--- src/rtl/addsub_pkg.sv ---
// Shared definitions for the digit-serial adder/subtractor.
// Contents: FSM state encoding and operation mode constants.
package addsub_pkg;

    typedef enum logic [1:0] {
        IDLE = 2'd0,
        BUSY = 2'd1,
        DONE = 2'd2
    } state_t;

    localparam logic MODE_ADD = 1'b0;
    localparam logic MODE_SUB = 1'b1;

endpackage

--- src/rtl/addsub_digit.sv ---
// Combinational DIGIT-bit ripple-carry slice built from full-adder cells.
// Ports:
//   a_d, b_d  in   DIGIT  operand digits (b_d already inverted for subtraction)
//   cin       in   1      carry into bit 0 of the slice
//   s_d       out  DIGIT  sum digit
//   cout      out  1      carry out of the top bit of the slice
//   c_msb_in  out  1      carry into the top bit of the slice (for signed overflow)
module addsub_digit #(
    parameter int DIGIT = 1
) (
    input  logic [DIGIT-1:0] a_d,
    input  logic [DIGIT-1:0] b_d,
    input  logic             cin,
    output logic [DIGIT-1:0] s_d,
    output logic             cout,
    output logic             c_msb_in
);

    logic [DIGIT:0] c;

    always_comb begin
        c    = '0;
        s_d  = '0;
        c[0] = cin;
        for (int i = 0; i < DIGIT; i++) begin
            s_d[i]   = a_d[i] ^ b_d[i] ^ c[i];
            c[i+1]   = (a_d[i] & b_d[i]) | (c[i] & (a_d[i] ^ b_d[i]));
        end
    end

    assign cout     = c[DIGIT];
    assign c_msb_in = c[DIGIT-1];

endmodule

--- src/rtl/serial_addsub_unit.sv ---
// Digit-serial two's-complement adder/subtractor, LSB digit first, one reused
// DIGIT-bit ripple slice. WIDTH/DIGIT cycles per operation.
// Optional feature macro: ADDSUB_SAT_EN (clamp result to signed max/min on overflow).
// Ports:
//   clk, rst_n            clock, asynchronous active-low reset
//   in_valid / in_ready   operand handshake (in_ready high only in IDLE)
//   op_a, op_b, sub       operands and mode (1: a-b, 0: a+b), sampled on accept
//   out_valid / out_ready result handshake (out_valid high only in DONE)
//   result                a+b or a-b mod 2^WIDTH (or saturated)
//   cb_out                add: carry out; sub: borrow (a<b unsigned)
//   overflow              signed overflow
module serial_addsub_unit
    import addsub_pkg::*;
#(
    parameter int WIDTH = 6,
    parameter int DIGIT = 1
) (
    input  logic             clk,
    input  logic             rst_n,
    input  logic             in_valid,
    output logic             in_ready,
    input  logic [WIDTH-1:0] op_a,
    input  logic [WIDTH-1:0] op_b,
    input  logic             sub,
    output logic             out_valid,
    input  logic             out_ready,
    output logic [WIDTH-1:0] result,
    output logic             cb_out,
    output logic             overflow
);

    localparam int N     = WIDTH / DIGIT;
    localparam int CNT_W = (N > 1) ? $clog2(N) : 1;

    state_t state, state_nxt;

    logic [WIDTH-1:0] a_sr, b_sr, res_sr, res_nxt, res_final;
    logic [CNT_W-1:0] cnt;
    logic             carry, mode;
    logic [WIDTH-1:0] result_q;
    logic             cb_q, ovf_q;

    logic [DIGIT-1:0] s_d;
    logic             cout, c_msb_in;
    logic             accept, last_digit, ovf_nxt, cb_nxt;

    addsub_digit #(.DIGIT(DIGIT)) u_digit (
        .a_d      (a_sr[DIGIT-1:0]),
        .b_d      (b_sr[DIGIT-1:0]),
        .cin      (carry),
        .s_d      (s_d),
        .cout     (cout),
        .c_msb_in (c_msb_in)
    );

    assign accept     = in_valid && in_ready;
    assign last_digit = (cnt == CNT_W'(N - 1));
    assign ovf_nxt    = c_msb_in ^ cout;
    assign cb_nxt     = (mode == MODE_SUB) ? ~cout : cout;

    // New digit enters at the top; after N shifts the LSB digit sits at bit 0.
    always_comb begin
        res_nxt = res_sr >> DIGIT;
        res_nxt[WIDTH-1 -: DIGIT] = s_d;
    end

`ifdef ADDSUB_SAT_EN
    // On overflow the wrapped sign bit is the inverse of the true sign.
    always_comb begin
        res_final = res_nxt;
        if (ovf_nxt) begin
            if (s_d[DIGIT-1])
                res_final = {1'b0, {(WIDTH-1){1'b1}}};
            else
                res_final = {1'b1, {(WIDTH-1){1'b0}}};
        end
    end
`else
    assign res_final = res_nxt;
`endif

    // State register
    always_ff @(posedge clk or negedge rst_n) begin
        if (!rst_n)
            state <= IDLE;
        else
            state <= state_nxt;
    end

    // Next-state logic
    always_comb begin
        state_nxt = state;
        case (state)
            IDLE:    if (accept)     state_nxt = BUSY;
            BUSY:    if (last_digit) state_nxt = DONE;
            DONE:    if (out_ready)  state_nxt = IDLE;
            default:                 state_nxt = IDLE;
        endcase
    end

    // FSM outputs
    always_comb begin
        in_ready  = (state == IDLE);
        out_valid = (state == DONE);
    end

    // Datapath: operand/result shift registers, digit counter, published result
    always_ff @(posedge clk or negedge rst_n) begin
        if (!rst_n) begin
            a_sr     <= '0;
            b_sr     <= '0;
            res_sr   <= '0;
            cnt      <= '0;
            carry    <= 1'b0;
            mode     <= MODE_ADD;
            result_q <= '0;
            cb_q     <= 1'b0;
            ovf_q    <= 1'b0;
        end else begin
            case (state)
                IDLE: begin
                    if (accept) begin
                        a_sr   <= op_a;
                        b_sr   <= sub ? ~op_b : op_b;
                        res_sr <= '0;
                        cnt    <= '0;
                        carry  <= sub;
                        mode   <= sub ? MODE_SUB : MODE_ADD;
                    end
                end
                BUSY: begin
                    a_sr   <= a_sr >> DIGIT;
                    b_sr   <= b_sr >> DIGIT;
                    res_sr <= res_nxt;
                    carry  <= cout;
                    cnt    <= cnt + CNT_W'(1);
                    // Only the finished value is published, never a partial one.
                    if (last_digit) begin
                        result_q <= res_final;
                        cb_q     <= cb_nxt;
                        ovf_q    <= ovf_nxt;
                    end
                end
                default: ;
            endcase
        end
    end

    assign result   = result_q;
    assign cb_out   = cb_q;
    assign overflow = ovf_q;

endmodule

--- config.mk ---
export PLATFORM = sky130hd
export DESIGN_NAME = serial_addsub_unit
export DESIGN_NICKNAME = d
export VERILOG_FILES = /design/src/rtl/addsub_pkg.sv /design/src/rtl/addsub_digit.sv /design/src/rtl/serial_addsub_unit.sv
export SDC_FILE = /design/constraint.sdc
export NUM_CORES = 1
export LEC_CHECK = 0
export CORE_ASPECT_RATIO = 1.25
export CORE_UTILIZATION = 46
export DETAILED_ROUTE_END_ITERATION = 8
export PLACE_DENSITY_LB_ADDON = 0.05
export SYNTH_ARGS = -nofsm -noshare
export SYNTH_HDL_FRONTEND = slang
export SYNTH_SLANG_ARGS = --single-unit
--- constraint.sdc ---
create_clock -name clk -period 1.28 [get_ports clk]
set_input_delay 0.256 -clock clk [delete_from_list [all_inputs] [get_ports clk]]
set_output_delay 0.256 -clock clk [all_outputs]
set_load 0.005 [all_outputs]
==> results of run 1 <==
==> worst paths after layout <==
kind                                   endpoint  slack (ns)  cells after the start
setup reg to reg            b_sr[1]$_DFFE_PN0P_       -0.17                      6
min in group clk            a_sr[5]$_DFFE_PN0P_        0.46                      3
max in group asynchronous  state[1]$_DFFE_PN0P_        0.81                      2
hold reg to reg            overflow$_DFFE_PN0P_        0.49                      2
setup / recovery            b_sr[1]$_DFFE_PN0P_       -0.17                      6
hold / removal               cnt[0]$_DFFE_PN0P_        0.29                      2
==> layout by cell type, fill, tap and decap left out, drive strengths merged, types with 2 or more instances in the layout <==
cell type / n
a21oi: 6
buf: 36
and2b: 4
nor2: 6
clkdlybuf4s50: 16
inv: 2
a221o: 5
dfrtp: 32
a22oi: 5
mux2: 6
clkbuf: 6
dlygate4sd2: 5
nor2b: 3
ha: 2
o21ai: 12
nand2b: 2
clkdlybuf4s15: 3
nand2: 23
xnor2: 8
nand3: 9
==> routing by layer <==
metal	track usage [%]	vias up	share of wire [%]
met4	9.54	0	2.1
met2	38.3	27	51
met5	0	-	0
met3	6.25	7	3.5
met1	25.8	605	43
li1	-	599	-
==> cells by family after synthesis <==
group	after synthesis	share of synthesized area, %
buffers and inverters	11	3.81
muxes	6	4.57
xor gates and xnor gates	8	4.74
adders and majority gates	3	3.05
AOI/OAI and AO/OA	30	13.5
and+or+nand+nor	50	16.2
DFF	32	54.1
==> report_power, final <==
part | total, uW | switching, uW | leakage, uW | internal [uW]
clock | 515 | 314 | 0.0000281 | 202
combinational | 2840 | 1210 | 0.000650 | 1630
sequential | 1780 | 329 | 0.000408 | 1450
==> stage by stage <==
| step | worst slack [ns] | area, um^2 | power [uW] | std cells | TNS [ns] |
|---|---|---|---|---|---|
| global route | -0.217 | 2280 | 5510 | 234 | -5.00 |
| CTS | -0.160 | 2180 | 4880 | 231 | -3.19 |
| floorplan | 0.00841 | 1490 | 2830 | 140 | 0 |
| finish | -0.175 | 2280 | 5130 | 234 | -3.55 |
| global placement | -0.304 | 1900 | 3670 | 213 | -5.87 |
| detailed placement | -0.370 | 1900 | 3740 | 213 | -6.99 |
==> sequential cells by signal, indices dropped and copies added (netlist names) <==
register,flops
b_sr,6
result,6
cb_out,1
overflow,1
cnt,3
state,2
mode,1
carry,1
a_sr,6
res_sr,5
==> final cells by class <==
class | instances | area (um^2)
Multi-Input combinational cell | 97 | 808
Sequential cell | 32 | 802
Fill cell | 219 | 716
Timing Repair Buffer | 60 | 576
Tap cell | 36 | 45.0
Clock buffer | 6 | 41.3
Inverter | 2 | 7.51
Clock inverter | 1 | 5.00
==> worst reg2reg max path: stages (launching register included) <==
cell,delay (ns)
dfrtp_1,0.40
buf_6,0.12
buf_6,0.11
or3b_4,0.40
buf_12,0.17
nor2_2,0.08
a221o_1,0.12
==> what timing repair did <==
action / CTS / global route
cloned: 1 / 0
gates resized for setup: 69 / 23
buffers inserted: 10 / 3
pin swaps: 26 / 13
hold endpoints to repair: 0 / 0
setup endpoints to repair: 38 / 36
==> impl_results.md, run 1 <==
- CP max stage cell: dfrtp_1
- Most numerous cell in the Yosys netlist: dfrtp_1
- Crit Path Max Fanout: 8
- Cts hold-fix bufs: 0
- CP bufs+invs: 3
- Startpoint class of the critical path: flop
- Top cell type's share of synthesized area: 54.1%
- Critical path's top delay family: simple AND/OR/NAND/NOR gates
- # diodes: 0
- Die Y: roughly 65 um
- Net count after synthesis: 160
- RSZ-0062 raised after global routing: true
- H-tree depth: 2
- FFs w/ async S/R, synth: 100%
- Die area: roughly 3400 um^2
- Max-slew violations: 0
- Synth top area cells: dfrtp_1 54%, nand2_1 5.8%, xnor2_1 4.7%, mux2_2 4.6%, a221o_1 3.4%
- Vias in the first global route: between 1,000 and 1,500
- Prevailing post-synth register cell: dfrtp_1
- 1st-iter DRT viols: 19
- Gpl congestion: roughly 0.73
- Yosys cell types: 26
- Residual DRC: 0
- PortBufs: 26
- Final Hold Viols: 0
- Area leader, netlist: dfrtp_1
- Sequential share of the synthesized area: between 50% and 60%
- Vias per cell: 5.29
- Total Routed Length: between 3 and 4 mm
- CTS root buf: clkbuf_4
- Num CTS Buffers: 5
- Max clock buf depth: 2
- Post-synth EDFFs: 0
- Final period utilization: 114%
- Grt total ovfl: 0
- Pwr Density: approximately 2200 nW/um^2
- Share of layout cells above drive strength 1: roughly 44%
- Worst vdd ir: ~0.0013 V
- Worst min path class: input pin to asynchronous set/reset pin
- Synthesis-to-finish area growth: 54.5%
- Violated checks: negative setup slack
- Avg WL per Cell: around 14 um
- Detailed Routing Iterations Pass 1: 4
- Crit path largest cell delay: ~0.40 ns
- Cell repeated most along the worst path: buf_6
- Achievable clock frequency: 687 MHz
- Clock Latency Late Sink: 0.32 ns
- R2r startpoint: state[0]$_DFFE_PN0P_
- Final setup margin: -0.175 ns
- GRT Total Usage: between 20 and 25%
- Initial antenna violation count: 0
- Ys Warns: 0
- Crit path DAT: ~1.7 ns
- Clk_skew: 0.00816 ns
- Setup CP Type: flop to flop
- Minimum clock period: about 1.5 ns
- Syn Area/Cell: ~11 um^2
- Post-DP HPWL: 2.13 mm
- Routed Antenna Nets: 0
- Max-cap violations: 0
- WHS: approximately 0.29 ns
- DIE WIDTH: between 50 and 60 um
- # setup viols final: 33
- Status: complete, but fails checks
- Max transition margin: 82.9%
- CTS tree: yes
- Final nets: around 220
- Number of synthesized register bits: 32
- Worst Path Required: 1.54 ns
- Row count: 22
- Initial Util: between 40% and 50%
- Slew @ Worst Pin: approximately 0.26 ns
- Mapped cell area: between 1000 and 1500 um^2
- Post-Syn Instances: 140
- First-pass GRT wire length: around 5.4 mm
- Core area: roughly 3000 um^2
- IO Pins: 27
- Clock transition at the registers of the reported paths: approximately 0.09 ns
- Crit path launch: state[0]$_DFFE_PN0P_
- Leakage: roughly 0.0011 uW
- Pin count of the biggest net entering global routing: 33
- Clock tree sinks: 32
- Core Util, Final: between 70% and 80%
- Post-synth top cells: 32 x dfrtp_1, 23 x nand2_1, 10 x o21ai_0
- Worst-path cell chain: buf_6 -> buf_6 -> or3b_4 -> buf_12 -> nor2_2 -> a221o_1
- Total vias in the final route: roughly 1,200
- Setup crit end kind: flop
Note: power is estimated with default switching activity, not from simulation.
==> run 2: changes to the inputs <==
Settings changed: CTS_CLUSTER_SIZE set to 16.
==> results of run 2 <==
No change in the layout: final DEF, timing and power equal those of run 1.
==> run 3: changes to the inputs <==
Settings changed: CORE_UTILIZATION 46 to 51.
Clock period 1.28 ns to 1.5 ns, I/O delays scaled along.
==> run 3 against run 2 <==
  * The run now ends clean
  * Combinational power decreased by 39%
  * Global-route usage increased by 0.14 points
  * Wire length shrank 7.6%
  * Final cell count shrank 6.0%
  * Critical path depth fell by 1
  * Flip-flop and latch count unchanged
  * Largest cell class is now flip-flops and latches
  * Largest power group unchanged
==> impl_results.md, run 3 (same netlist as run 1, synthesis figures left out) <==
- Status: completed
- Final Hold Viols: 0
- PortBufs: 26
- Row count: 21
- # setup viols final: 0
- Initial Util: 54.6%
- Leakage: 0.00102 uW
- Setup CP Type: flop to flop
- Crit path DAT: around 1.7 ns
- CTS tree: yes
- Worst vdd ir: 0.00121 V
- # diodes: 0
- Filler Cells Inserted: 198
- Worst Path Required: ~1.8 ns
- H-tree depth: 2
- Max-slew violations: 0
- Share of layout cells above drive strength 1: 24.2%
- Vias per cell: around 5.4
- Detailed Routing Iterations Pass 1: 4
- Max-cap violations: 0
- Residual DRC: 0
- GRT Total Usage: 22.6%
- Num CTS Buffers: 5
- Most frequent cells in the layout: 31 x dfrtp_1, 23 x nand2_1, 16 x clkdlybuf4s50_1, 15 x buf_4, 10 x o21ai_0
- Cts hold-fix bufs: 0
- Initial antenna violation count: 0
- Leading cell type in the layout, fill and taps excluded: dfrtp_1
- Placed Area: about 1900 um^2
- 1st-iter DRT viols: 23
- Pre-CTS setup slack: -0.182 ns
- TNS Setup: 0 ns
- Die area: approximately 3100 um^2
- Total vias in the final route: ~1,200
- First-pass GRT wire length: around 5.2 mm
- Minimum clock period: between 1 and 1.5 ns
- Synthesis-to-finish area growth: 37.3%
- Final setup margin: ~0.033 ns
- Multi-input logic area: roughly 650 um^2
- Achievable clock frequency: ~680 MHz
- CTS root buf: clkbuf_4
- Cell area after layout: slightly above 2000 um^2
- Crit Path Max Fanout: 9
- Setup crit end kind: flop
- Pwr Density: roughly 1900 nW/um^2
- Startpoint class of the critical path: flop
- Worst min path class: input pin to asynchronous set/reset pin
- Core area: around 2700 um^2
- FF/Latch Area: ~800 um^2
- Max clock buf depth: 2
- IO Pins: 27
- Clock Latency Late Sink: about 0.34 ns
- Final period utilization: around 98%
- RSZ-0062 raised after global routing: true
- Avg WL per Cell: 13.7 um
- Total Routed Length: approximately 3.0 mm
- Core Util, Final: between 70 and 80%
- Pin count of the biggest net entering global routing: 33
- Clk_skew: ~0.014 ns
- Grt total ovfl: 0
- Clock tree sinks: 32
- Slew @ Worst Pin: approximately 0.33 ns
- Final nets: approximately 210
- Max transition margin: between 70% and 80%
- Clock transition at the registers of the reported paths: around 0.1 ns
- Gpl congestion: 0.755
- Die Y: 62.2 um
- Routed Antenna Nets: 0
- Vias in the first global route: ~1,200
- DIE WIDTH: around 50 um
- Post-DP HPWL: ~2 mm
[run 3: cell types whose count changed in the layout (fill, tap and decap cells not counted), moves of 6 or more]
cell     change
nand3_2      -9
buf_6        -6
buf_4        -6
mux2_2       +6
nand3_1      +9
mux2_4       -6
o21ai_0      +8
nand2_2      -6
nand2_1      +6
[run 3: through the flow]
step                      hold slack (ns)  total power [uW]  cells
after global placement              0.465              3020    207
final                               0.319              3860    220
after detailed placement            0.475              3090    207
after CTS                           0.317              3750    217
after global routing                0.312              4160    220
after floorplan                   0.00441              2400    140
[run 3: layer usage]
metal,track usage (%),up-vias,wire [um]
met5,0,-,0
met3,7.60,8,156
met2,35.5,35,1520
met4,9.29,0,63
met1,28.1,587,1280
li1,-,567,-
[run 3: repair_timing]
| item | 4_1_cts | 5_1_grt |
|---|---|---|
| hold endpoints to repair | 0 | 0 |
| endpoints found under the setup margin | 6 | 20 |
| gates cloned | 0 | 1 |
| buffers inserted | 2 | 2 |
| gates resized for setup | 12 | 18 |
| pin swaps | 2 | 0 |
[run 3: worst max-delay path: stages, from the launching register on]
cell,delay (ns)
dfrtp_2,0.47
buf_6,0.16
or3b_4,0.41
buf_6,0.16
nor2_2,0.10
a221o_1,0.11
[run 3: worst paths after layout]
kind                                 startpoint               endpoint  slack, ns  depth (start not counted)
setup / recovery           state[1]$_DFFE_PN0P_    b_sr[4]$_DFFE_PN0P_       0.03                          5
hold / removal                            rst_n  result[3]$_DFFE_PN0P_       0.32                          2
setup reg to reg           state[1]$_DFFE_PN0P_    b_sr[4]$_DFFE_PN0P_       0.03                          5
hold reg to reg              cb_out$_DFFE_PN0P_     cb_out$_DFFE_PN0P_       0.49                          2
max in group asynchronous                 rst_n  res_sr[4]$_DFFE_PN0P_       1.01                          2
min in group clk                        op_a[5]    a_sr[5]$_DFFE_PN0P_       0.49                          3
[run 3: where the power goes]
part / internal (uW) / leakage (uW) / switching, uW
Sequential: 1230 / 0.000408 / 253
Clock: 349 / 0.0000422 / 295
Combinational: 937 / 0.000574 / 787
[run 3: cell type report]
cell class | instances | area share [%]
Tap cell | 34 | 2.09
Clock buffer | 6 | 2.03
Sequential cell | 32 | 39.5
Clock inverter | 2 | 1.73
Multi-Input combinational cell | 97 | 32.0
Inverter | 2 | 0.370
Timing Repair Buffer | 47 | 22.3
==> RTL change 1, RTL diff (settings of run 3) <==
The option `ADDSUB_SAT_EN` is turned on by a define.
--- a/src/rtl/serial_addsub_unit.sv
+++ b/src/rtl/serial_addsub_unit.sv
@@ -11,2 +11,4 @@
 //   overflow              signed overflow
+`define ADDSUB_SAT_EN
+
 module serial_addsub_unit
Function: changed (Yosys sat finds a counterexample within 10 cycles, from zero or initial values and one cycle with rst_n low).
==> RTL change 1 against run 3 <==
The flow now finishes with violations (setup timing); maximum frequency fell by 5.3%; die area rose by 4.2%; final area rose by 9.6%; area after synthesis rose by 4.3%; worst hold slack got worse by 0.0048 ns; wire length rose by 16%; sequential cell count did not move; clock power rose by 16%; worst setup slack got worse by 0.082 ns; total power rose by 13%; clock skew fell by 0.0064 ns; synthesized cell count rose by 6.4%; highest routed layer unchanged.
==> RTL change 1: results (changes against run 3) <==
* Layout cells sized above 1 at 27.0% (+2.8 points)
* Clock network area share at 4.27% (+0.51 points)
* Slowest CP cell: fa_2
* Slew @ Worst Pin at 0.310 ns (-0.0225 ns)
* M1 GR Usage at 29.7% (+1.6 points)
* Met3 WL post-DR at 131 um (-16%)
* Avg Vias per Cell at 5.34 (-1.8%)
* Met3 usage at 5.07% (-2.5 points)
* Hold slack at 0.314 ns (-0.00478 ns)
* Bufs w/o clock at 55 (+17%)
* Synthesized area per cell at 10.4 um2 (-2.0%)
* Worst path top cell family by delay: adder cells
* Seq/Total Area, Yosys at 51.9% (-2.2 points)
* Setup Slack @ Placement at -0.206 ns (-0.0244 ns)
* Failing checks: setup timing
* DP Cell Count at 223 (+7.7%)
* Post-DP Area at 2010 um2 (+7.8%)
* Worst setup startpoint: a_sr[0]
* Buffer share of cell area at 23.7% (+1.4 points)
* Multi-input logic portion of the cell area at 32.8% (+0.85 points)
* Setup ws final at -0.0485 ns (-0.0815 ns)
* Die ar. at 3250 um2 (+4.2%)
* Adder-cell share of the synthesized area at 4.22% (+1.2 points)
* Commonest cells post-synth: 32 x dfrtp_1, 18 x nand2_1, 12 x nor2_1
* Nets@finish at 224 (+9.3%)
* Storage element area at 803 um2 (+0.16%)
* Outcome: finished, violations left
* # setup viols final at 5 (+5)
* Clk_buf instances at 7 (+1)
* XOR/XNOR Fraction of Synth Area at 5.11% (+0.37 points)
* Number of global-route vias before repair at 1349 (+15%)
* Met2 WL at 1.77 mm (+17%)
* Setup Skew at 0.00740 ns (-0.00642 ns)
* Post-synthesis compound-gate area fraction at 14.8% (+1.4 points)
* Total GRT Usage at 25.2% (+2.6 points)
* Met1 wire length at 1.52 mm (+19%)
* Met2 Track Usage GR at 43.4% (+7.9 points)
* Filler cells at 199 (+0.51%)
* Leak pwr at 1.13 nW (+11%)
## RTL change 1: cell count changes in the layout (fill, tap and decap cells not counted), moves of 3 or more
cell	change
nor2_1	+10
buf_4	+7
mux2_2	-5
nand2_1	-5
nor2_2	-4
o21ai_1	+4
o31ai_2	+4
inv_1	+3
## RTL change 1: what timing repair did
action,in CTS,in global routing
resized for setup,20,11
pin swaps,5,2
endpoints found under the setup margin,10,26
buffers inserted,5,3
## RTL change 1: power breakdown
part           internal [mW]  switching (mW)
registers               1.23           0.255
logic                   1.14           0.980
clock network          0.442           0.304
## RTL change 1: cells by family (layout without fill, tap and decap cells)
kind of cell,after synthesis,in the layout
AO/OA/AOI/OAI,34,34
XOR/XNOR,9,9
adder cells (fa/ha/maj),4,4
buffers and inverters,15,70
flip-flops,32,32
multiplexers,4,4
AND/OR/NAND/NOR,51,51
==> RTL change 2, RTL diff (config.mk and constraints of run 3) <==
Without the edit above. Make the reset (`rst_n`) synchronous in 2 clocked blocks. Comments in the files are not updated.
--- a/src/rtl/serial_addsub_unit.sv
+++ b/src/rtl/serial_addsub_unit.sv
@@ -82,3 +82,3 @@
     // State register
-    always_ff @(posedge clk or negedge rst_n) begin
+    always_ff @(posedge clk) begin
         if (!rst_n)
@@ -107,3 +107,3 @@
     // Datapath: operand/result shift registers, digit counter, published result
-    always_ff @(posedge clk or negedge rst_n) begin
+    always_ff @(posedge clk) begin
         if (!rst_n) begin
Formal check against the unedited RTL: differs if rst_n is asserted again (counterexample within 4 cycles, from zero or initial values and one cycle with rst_n low); with rst_n held inactive, the same outputs for 10 cycles.
==> RTL change 2 against run 3 <==
Sequential cell count unchanged; register-to-register slack better by 0.13 ns; wire length down 6.4%; area after synthesis down 4.2%; final area down 8.3%; worst setup slack better by 0.00091 ns; largest cell class is now multi-input gates.
Power is not compared: it rests on default switching activity, and its combinational part moved more than twofold at a synthesized area within 25%.
==> RTL change 2: results (changes against run 3) <==
* Post-DP Area at 1760 um2 (-5.7%)
* Layout cells sized above 1 at 23.6% (-0.60 points)
* Nets@finish at 198 (-3.4%)
* Async S/R FF share, synth at 0% (-100 points)
* Avg Vias per Cell at 5.31 (-2.4%)
* Worst-path maximum fanout at 2 (-7)
* First-pass GRT wire length at 4.64 mm (-11%)
* Worst Path Arrival at 1.17 ns (-0.57 ns)
* Commonest cells post-synth: 32 x dfxtp_1, 24 x nor2_1, 13 x mux2i_1
* Netlist cell types at 33 (+27%)
* Worst path top cell family by delay: buffers and inverters
* Final HPWL DP at 2.06 mm (+2.6%)
* Clk_lat worst skew at 0.33 ns
* GPL Wtd Cong at 0.813 (+7.7%)
* Hold WC Path Type: reg2reg
* Post-Syn Nets at 161 (+0.63%)
* Total GRT Usage at 21.4% (-1.2 points)
* Area contributors post-synth: dfxtp_1 45%, mux2i_1 9.2%, nor2_1 6.4%, a22oi_1 3.7%, xnor2_1 3.7%
* Slowest CP cell: clkdlybuf4s50_1
* CP peak stage delay at 0.49 ns (+0.02 ns)
* Seq/Total Area, Yosys at 45.2% (-8.9 points)
* Number of global-route vias before repair at 1069 (-9.3%)
* CTS Buffer Depth at 2 (unchanged)
* Outcome: completed
* Filler cells at 224 (+13%)
* WL per Instance at 13.3 um (-2.9%)
* Starting DRT DRC Count at 34 (+48%)
* Largest net degree at the start of global routing at 15 (-55%)
* Setup Slack @ Placement at -0.0455 ns (+0.136 ns)
* Max_slew headroom at 84.3% (+6.6 points)
* Setup Skew at 0.00461 ns (-0.00922 ns)
-- RTL change 2: cell count changes after synthesis, moves of 10 or more --
cell	change
nand2_1	-18
o21ai_0	-10
dfxtp_1	+32
nor2_1	+18
dfrtp_1	-32
mux2i_1	+13
-- RTL change 2: per-stage QoR --
| step | hold WS [ns] | utilization, % | std cells | setup TNS [ns] | power [mW] |
|---|---|---|---|---|---|
| after CTS | 0.502 | 69.6 | 212 | 0 | 1.72 |
| after floorplan | 0.448 | - | 141 | 0 | 1.07 |
| after global routing | 0.527 | 70.2 | 212 | 0 | 1.78 |
| final | 0.488 | 70.2 | 212 | 0 | 1.69 |
| after global placement | 0.466 | 66.3 | 203 | -0.0589 | 1.17 |
| after detailed placement | 0.478 | 66.3 | 203 | -0.195 | 1.17 |
-- RTL change 2: timing repair --
action	4_1_cts	5_1_grt
endpoints found under the setup margin	5	7
resized for setup	9	8
setup buffers	2	0
endpoints found under the hold margin	0	0
gates cloned	0	0
-- RTL change 2: path summary, 6_finish.rpt --
path                            cells after the start        end  slack (ns)      start
worst min-delay path                                2  result[1]        0.49  result[1]
worst min register to register                      2  result[1]        0.49  result[1]
worst max-delay path                                1  result[5]        0.03  result[5]
worst max register to register                      6  res_sr[2]        0.16   state[1]
-- RTL change 2: cells by family after synthesis --
kind of cell	Yosys count	share of synthesized area (%)
AO/OA/AOI/OAI	27	16.5
XOR/XNOR	8	4.95
adder cells (fa/ha/maj)	3	3.18
buffers and inverters	13	5.48
flip-flops	32	45.2
multiplexers	13	9.19
AND/OR/NAND/NOR	45	15.5
-- RTL change 2: layout make-up --
| class | instances | area, um2 | area share (%) |
|---|---|---|---|
| multi-input cells | 96 | 703 | 37.8 |
| well taps | 34 | 42.5 | 2.28 |
| inverters | 2 | 7.51 | 0.403 |
| repair buffers | 41 | 388 | 20.8 |
| clock buffers | 7 | 65.1 | 3.49 |
| flip-flops and latches | 32 | 656 | 35.2 |
-- RTL change 2: layer usage --
layer | vias to the layer above | routed length, um | global-route usage (%)
met5 | - | 0 | 0
met4 | 0 | 70 | 12.2
met3 | 8 | 128 | 7.02
met2 | 24 | 1410 | 35.0
met1 | 524 | 1220 | 25.0
li1 | 570 | - | -
-- RTL change 2: power breakdown --
group	internal (mW)	switching [mW]	total [mW]	leakage, nW
clock network	0.265	0.274	0.540	0.0374
registers	0.884	0.0249	0.909	0.266
logic	0.133	0.112	0.245	0.439
